===== config.mk =====
export PLATFORM = sky130hd
export DESIGN_NAME = bcd_counter_8digit
export DESIGN_NICKNAME = d
export VERILOG_FILES = /design/src/rtl/bcd_counter_8digit.sv
export SDC_FILE = /design/constraint.sdc
export NUM_CORES = 1
export LEC_CHECK = 0
export ABC_CLOCK_PERIOD_IN_PS = 3600
export BUFFER_PORTS_ARGS = -buffer_cell sky130_fd_sc_hd__buf_2
export CAP_MARGIN = 5
export CELL_PAD_IN_SITES_DETAIL_PLACEMENT = 0
export CELL_PAD_IN_SITES_GLOBAL_PLACEMENT = 1
export CORE_AREA = 2 2 121 123
export DETAILED_ROUTE_END_ITERATION = 16
export DIE_AREA = 0 0 123 125
export GPL_TIMING_DRIVEN = 0
export PLACE_DENSITY = 0.68
export REMOVE_ABC_BUFFERS = 1
export SLEW_MARGIN = 5
export SYNTH_ARGS = -nofsm -noshare
export SYNTH_HDL_FRONTEND = slang
export SYNTH_SLANG_ARGS = --single-unit

===== constraint.sdc =====
create_clock -name clock -period 3.6 [get_ports clock]
set_input_delay 0.54 -clock clock [delete_from_list [all_inputs] [get_ports clock]]
set_output_delay 0.54 -clock clock [all_outputs]
set_load 0.05 [all_outputs]

===== src/rtl/bcd_counter_8digit.sv =====
// Eight-digit packed-BCD up/down counter stepped by an internal prescaler tick.
// The stepped value, tick and wrap flags are registered together on the step edge.
module bcd_counter_8digit #(
  parameter int CLK_FREQ_HZ = 50_000_000,
  parameter int TICK_HZ     = 1
) (
  input  logic        clock,
  input  logic        reset,
  input  logic        enable,
  input  logic        up,
  input  logic        clear,
  input  logic        load,
  input  logic [31:0] load_value,
  output logic [31:0] bcd,
  output logic        tick,
  output logic        wrap
);

  localparam int DIV = CLK_FREQ_HZ / TICK_HZ;
  localparam int PW  = (DIV > 1) ? $clog2(DIV) : 1;
  localparam logic [PW-1:0] PRESC_LAST = PW'(DIV - 1);

  logic [PW-1:0] presc;
  logic          step;
  logic [31:0]   load_sat;
  logic [31:0]   step_value;
  logic          step_wrap;
  logic          chain_carry;
  logic [3:0]    chain_digit;
  logic [3:0]    load_digit;

  assign step = enable && (presc == PRESC_LAST);

  // Out-of-range nibbles on a load are clamped to 9 so bcd always holds valid digits.
  always_comb begin
    load_sat   = '0;
    load_digit = '0;
    for (int i = 0; i < 8; i++) begin
      load_digit          = load_value[4*i +: 4];
      load_sat[4*i +: 4]  = (load_digit > 4'd9) ? 4'd9 : load_digit;
    end
  end

  // Ripple carry/borrow: a carry surviving past digit 7 means the count wrapped.
  always_comb begin
    step_value  = bcd;
    chain_carry = 1'b1;
    chain_digit = '0;
    for (int i = 0; i < 8; i++) begin
      chain_digit = bcd[4*i +: 4];
      if (chain_carry) begin
        if (up) begin
          if (chain_digit == 4'd9) begin
            chain_digit = 4'd0;
          end else begin
            chain_digit = chain_digit + 4'd1;
            chain_carry = 1'b0;
          end
        end else begin
          if (chain_digit == 4'd0) begin
            chain_digit = 4'd9;
          end else begin
            chain_digit = chain_digit - 4'd1;
            chain_carry = 1'b0;
          end
        end
      end
      step_value[4*i +: 4] = chain_digit;
    end
    step_wrap = chain_carry;
  end

  always_ff @(posedge clock) begin
    if (reset || clear) begin
      bcd   <= '0;
      presc <= '0;
      tick  <= 1'b0;
      wrap  <= 1'b0;
    end else if (load) begin
      bcd   <= load_sat;
      presc <= '0;
      tick  <= 1'b0;
      wrap  <= 1'b0;
    end else begin
      tick <= step;
      wrap <= step && step_wrap;
      if (step) begin
        presc <= '0;
        bcd   <= step_value;
      end else if (enable) begin
        presc <= presc + PW'(1);
      end
    end
  end

endmodule


### Yosys cells after proc, flatten, opt, wreduce, memory -nomap -nowiden

Index checks and enable logic that the tools add are counted.

* magnitude comparators: 8
* $add $sub $neg: 17
* mux-type cells: 72
* equality and inequality tests: 9
* reduce and logical (&&, ||, !) cells: 28

Operator list (number)
* 2-to-1 mux 4 bit: 39
* 2-to-1 mux 32 bit: 2
* adder 4 x 1 -> 4 bit, second input constant: 8
* equality test 4 bit, second input constant: 8
* > comparator 4 bit, second input constant: 8
* logical NOT 4 bit: 8
* subtractor 4 x 1 -> 4 bit, second input constant: 8
* 2-to-1 mux 1 bit: 31
* adder 26 x 1 -> 26 bit, second input constant: 1
* equality test 26 bit, second input constant: 1
* nonzero test 2 bit: 8
* AND reduction 2 bit: 7
* OR reduction 3 bit: 1
* logical AND 1 bit: 2
* OR reduction 2 bit: 1
* logical OR 1 bit: 1

* input bits: 38
* word-level logic and storage cells: 145
* output and inout port bits: 34
* flip-flop bits (word level): 60

### Depth between registers and ports, before layout

* depth in word-level cells: 12
* gate-level depth with buffers: 10
* depth with buffers taken out: 7

### Worst setup path before layout

Ideal clock, no wire load.

* path type: register -> register
* start: register bcd[0]
* end: register bcd[21]
* period minus slack after synthesis: 2.300 ns
* setup time: 0.122 ns
* buffers on the path: 1
* data required time: 3.478 ns
* stages on the path, launching flop included: 8
* setup slack: 1.300 ns
* arrival: 2.178 ns
* cell sequence: dfxtp_1 > buf_2 > and3_1 > o21ai_2 > nor4_2 > nand3_1 > a211oi_1 > o31ai_1

* word-level cells in the longest chain between the ends: 9
* elaborated cells on any way between the ends: 11
* those cells by class: 1 x eq/ne; 7 x mux; 3 x reduce/logical

Ends and longest elaborated chain
* start: declaration: RTL line 14 `output logic [31:0] bcd,`
* start signal: assignment: RTL line 80 `bcd <= load_sat;`
* start signal: assignment: RTL line 89 `bcd <= step_value;`
* equality test 4 bit / logical NOT 4 bit (equally long branches): RTL line 53, 60
* 2-to-1 mux 1 bit, on equally long branches: RTL line 53, 60
* 2-to-1 mux 1 bit *: RTL line 52 `if (up) begin`
* 2-to-1 mux 1 bit * (4 in series): RTL line 51 `if (chain_carry) begin`
* nonzero test 2 bit (no line) *
* AND reduction 2 bit (no line) *

Every way passes the cells marked *; elsewhere a longest branch is shown, timed or not.
A chain may end at the register's enable or synchronous reset.

### Final worst setup path

* start: input load
* end: register bcd[19]

* word-level cells in the longest chain between the ends: 2
* elaborated cells on any way between the ends: 4
* those cells by class: 1 x mux; 3 x reduce/logical

Ends and longest elaborated chain
* start: declaration: RTL line 12 `input logic load,`
* nonzero test 2 bit (no line)
* AND reduction 2 bit (no line)

Several ways; a longest one is shown, not always the timed one.

==> impl_metrics.csv <==
group,metric,value,unit
run_status,outcome,"finished, final reports clean",
detailed_routing,num_vias,4120,
yosys,synth_top_area_share,29.2,%
sta,relSlewSlack,29.0,%
hold_path,min_to,"bcd[22]$_SDFFE_PP0P_",
placement,pre_cts_slack,381,ps
final_layout,area_growth,18.3,%
global_route,grt_pass1_vias,3728,
detailed_routing,drtIter0Drc,325,
worst_setup_path,worstPathArrival,3050,ps
sta,fin_crit_sh,78.6,%
power,irDropWorstVdd,0.240,mV
cts,root_buffer,"clkbuf_16",
sta,setup_slack,771,ps
sta,rsz0062_at_grt,"false",
cts,clkLatencyLatePin,340,ps
yosys,synth_enable_flop_cells,0,
die,die_w,123,um
worst_setup_path,reg2reg_slack,930,ps
final_layout,diodes,0,
final_layout,drive_above_1_share,18.7,%
cts,h-tree-depth,3,
cts,numCtsBuffers,9,
yosys,ys_ff_latch,60,
die,std_cell_rows,44,
power,powerDensity,391,mW/mm^2
worst_setup_path,r2r-start,"presc[0]$_SDFFE_PP0P_",
hold_path,holdPathStages,3,
sta,tns,0,ps
yosys,yosysMostFrequentCell,"nor2_1",
sta,hold_viol,0,
sta,min_period,2830,ps
cts,numClockSinks,60,
power,seq_power_share,37.2,%
detailed_routing,detail-route-antenna-nets,0,
power,p_int,0.00138,W
cts,postCtsSetupRepairBufs,0,
placement,numPortBuffers,71,
worst_setup_path,required,3820,ps
worst_setup_path,worstSetupEndpointType,"register",
detailed_routing,dr.pass1.iters,4,
worst_setup_path,reg2reg_to,"bcd[18]$_SDFFE_PP0P_",
power,p_leak,1.85,nW
sta,setup_violations,0,
yosys,ys_top_cells_by_area,"dfxtp_1 29%, nor2_1 5.7%, xor2_1 5.1%, o21ai_0 4.4%, a21oi_1 4.3%",
final_layout,nets,633,
cts,cts_buffer_depth,2,
sta,tightest_slew,1060,ps
power,swShare,27.2,%
cts,cts_resized,0,
global_route,grt_pass1_wl,19000,um
placement,hpwl,8470,um
worst_setup_path,crit_top_cell,"o21ai_0",
final_layout,stdcell_area,0.00487,sq mm
worst_setup_path,cp_max_fo,35,
yosys,yosys_warnings,0,
global_route,grt_antenna_before_repair,0,
cts,postCtsHoldBufs,0,
global_route,track_usage,15.5,%
sta,final_max_slew_viol_count,0,
hold_path,min_path_type,"in -> reg",
yosys,yosysTopAreaCell,"dfxtp_1",
yosys,syn_area,0.00412,sq mm
detailed_routing,viasPerCell,5.26,
yosys,avgSynthCellArea,7.46,sq um
sta,fin_hold_ws,428,ps
detailed_routing,drc,0,
power,p_sw,0.000518,W
final_layout,fillers,1552,
yosys,synthDistinctLibCells,64,
yosys,ys_async_sr_fraction,0,%
sta,clock_skew,8.41,ps
worst_setup_path,reg2reg_depth,7,
die,core_area,0.0142,sq mm
die,die_y,125,um
worst_setup_path,critPathKind,"in -> reg",
die,top_level_ports,72,
global_route,gr-total-overflow,0,
cts,clk_pin_slew,60,ps
worst_setup_path,crit_chain,"buf_2, clkinv_1, nand2_1, a31oi_1, o21ai_0, o21ai_0",
detailed_routing,wire_per_inst,14.8,um
global_route,grt_max_degree,57,
yosys,postSynthCellCount,552,
hold_path,hold_path_startpoint,"load_value[22]",
die,start_util,29.0,%
yosys,ys_seq_area_share,29.2,%
power,clkPwrFrac,49.9,%
worst_setup_path,cpMaxStageDelayCell,"clkinv_1",
placement,gp_congestion,0.820,
flow_run,drv_cap,0,
yosys,synth_flop_cell,"dfxtp_1",
cts,cts_tree,"done",
power,combPwrFrac,12.8,%
detailed_routing,drt-total-wl,11600,um
sta,clock.fmax,354,MHz
worst_setup_path,crit_path_max_incr_delay,960,ps
die,fp.dieArea,0.0154,sq mm
worst_setup_path,cp-start-kind,"primary input",
yosys,synthTopCellsByCount,"62 x nor2_1, 60 x dfxtp_1, 45 x nand2_1",
placement,place_area,0.00454,sq mm
==> routing by layer <==
metal	up-vias	part of all wire, %	global-route usage (%)
met4	0	0.79	5.15
met2	80	48	23.7
met5	-	0	0
li1	2076	-	-
met3	7	5.9	4.29
met1	1957	45	21.0
==> kinds of logic (layout without fill, tap and decap cells) <==
| family | after synthesis | in the layout | share of synthesized area, % |
|---|---|---|---|
| XOR/XNOR | 41 | 41 | 8.72 |
| buffers and inverters | 58 | 105 | 5.81 |
| AO/OA/AOI/OAI | 143 | 143 | 21.8 |
| flip-flops | 60 | 60 | 29.2 |
| adder cells (fa/ha/maj) | 1 | 1 | 0.304 |
| AND/OR/NAND/NOR | 236 | 236 | 31.0 |
| multiplexers | 13 | 13 | 3.19 |
==> layout make-up <==
type                    instances  area (sq um)  area share, %
clock buffers                  10           239           4.91
clock inverters                 6          86.3           1.77
inverters                      17          63.8           1.31
multi-input cells             434          2680           55.0
flip-flops and latches         60          1200           24.7
well taps                     184           230           4.73
repair buffers                 72           370           7.61
==> critical path: cells and delay by family <==
kind / cells / cell delay (ps)
buffers and inverters: 2 / 1320
AND/OR/NAND/NOR: 1 / 890
AO/OA/AOI/OAI: 3 / 280
==> through the flow <==
stage	utilization [%]	std cells	total power [W]
detailed placement	32.0	767	0.000967
finish	34.3	783	0.00190
floorplan	-	511	0.000876
CTS	34.3	783	0.00193
global route	34.3	783	0.00199
global placement	31.9	766	0.000961
==> power groups by stage <==
stage	clock network (W)	registers (W)	logic [W]
detailed placement	0	0.000722	0.000245
global route	0.00101	0.000712	0.000270
finish	0.000950	0.000708	0.000244
global placement	0	0.000721	0.000239
CTS	0.000973	0.000708	0.000245
floorplan	0	0.000758	0.000118
==> sequential cells by signal (all words and copies together), names as in the netlist <==
name	flops
wrap	1
tick	1
bcd	32
presc	26
==> layout by cell type, fill, tap and decap left out, types with 15 or more instances in the layout <==
master and instances:
buf_2 71, o21ai_0 36, xor2_1 24, a21oi_1 35
nand2_1 45, inv_1 16, dfxtp_1 60, nand4_1 15
nand3_1 27, nor3_1 20, xnor2_1 17, nor2_1 61
==> how the worst max path moves through the flow <==
stage | to | startpoint | slack, ps | cells after the start
floorplan | bcd[21]$_SDFFE_PP0P_ | bcd[0]$_SDFFE_PP0P_ | 1300 | 6
global placement | bcd[18]$_SDFFE_PP0P_ | reset | -50 | 5
detailed placement | bcd[19]$_SDFFE_PP0P_ | load | 380 | 6
CTS | bcd[19]$_SDFFE_PP0P_ | load | 760 | 6
global route | bcd[19]$_SDFFE_PP0P_ | load | 480 | 6
finish | bcd[19]$_SDFFE_PP0P_ | load | 770 | 6
Power figures use the tool's default switching activity.
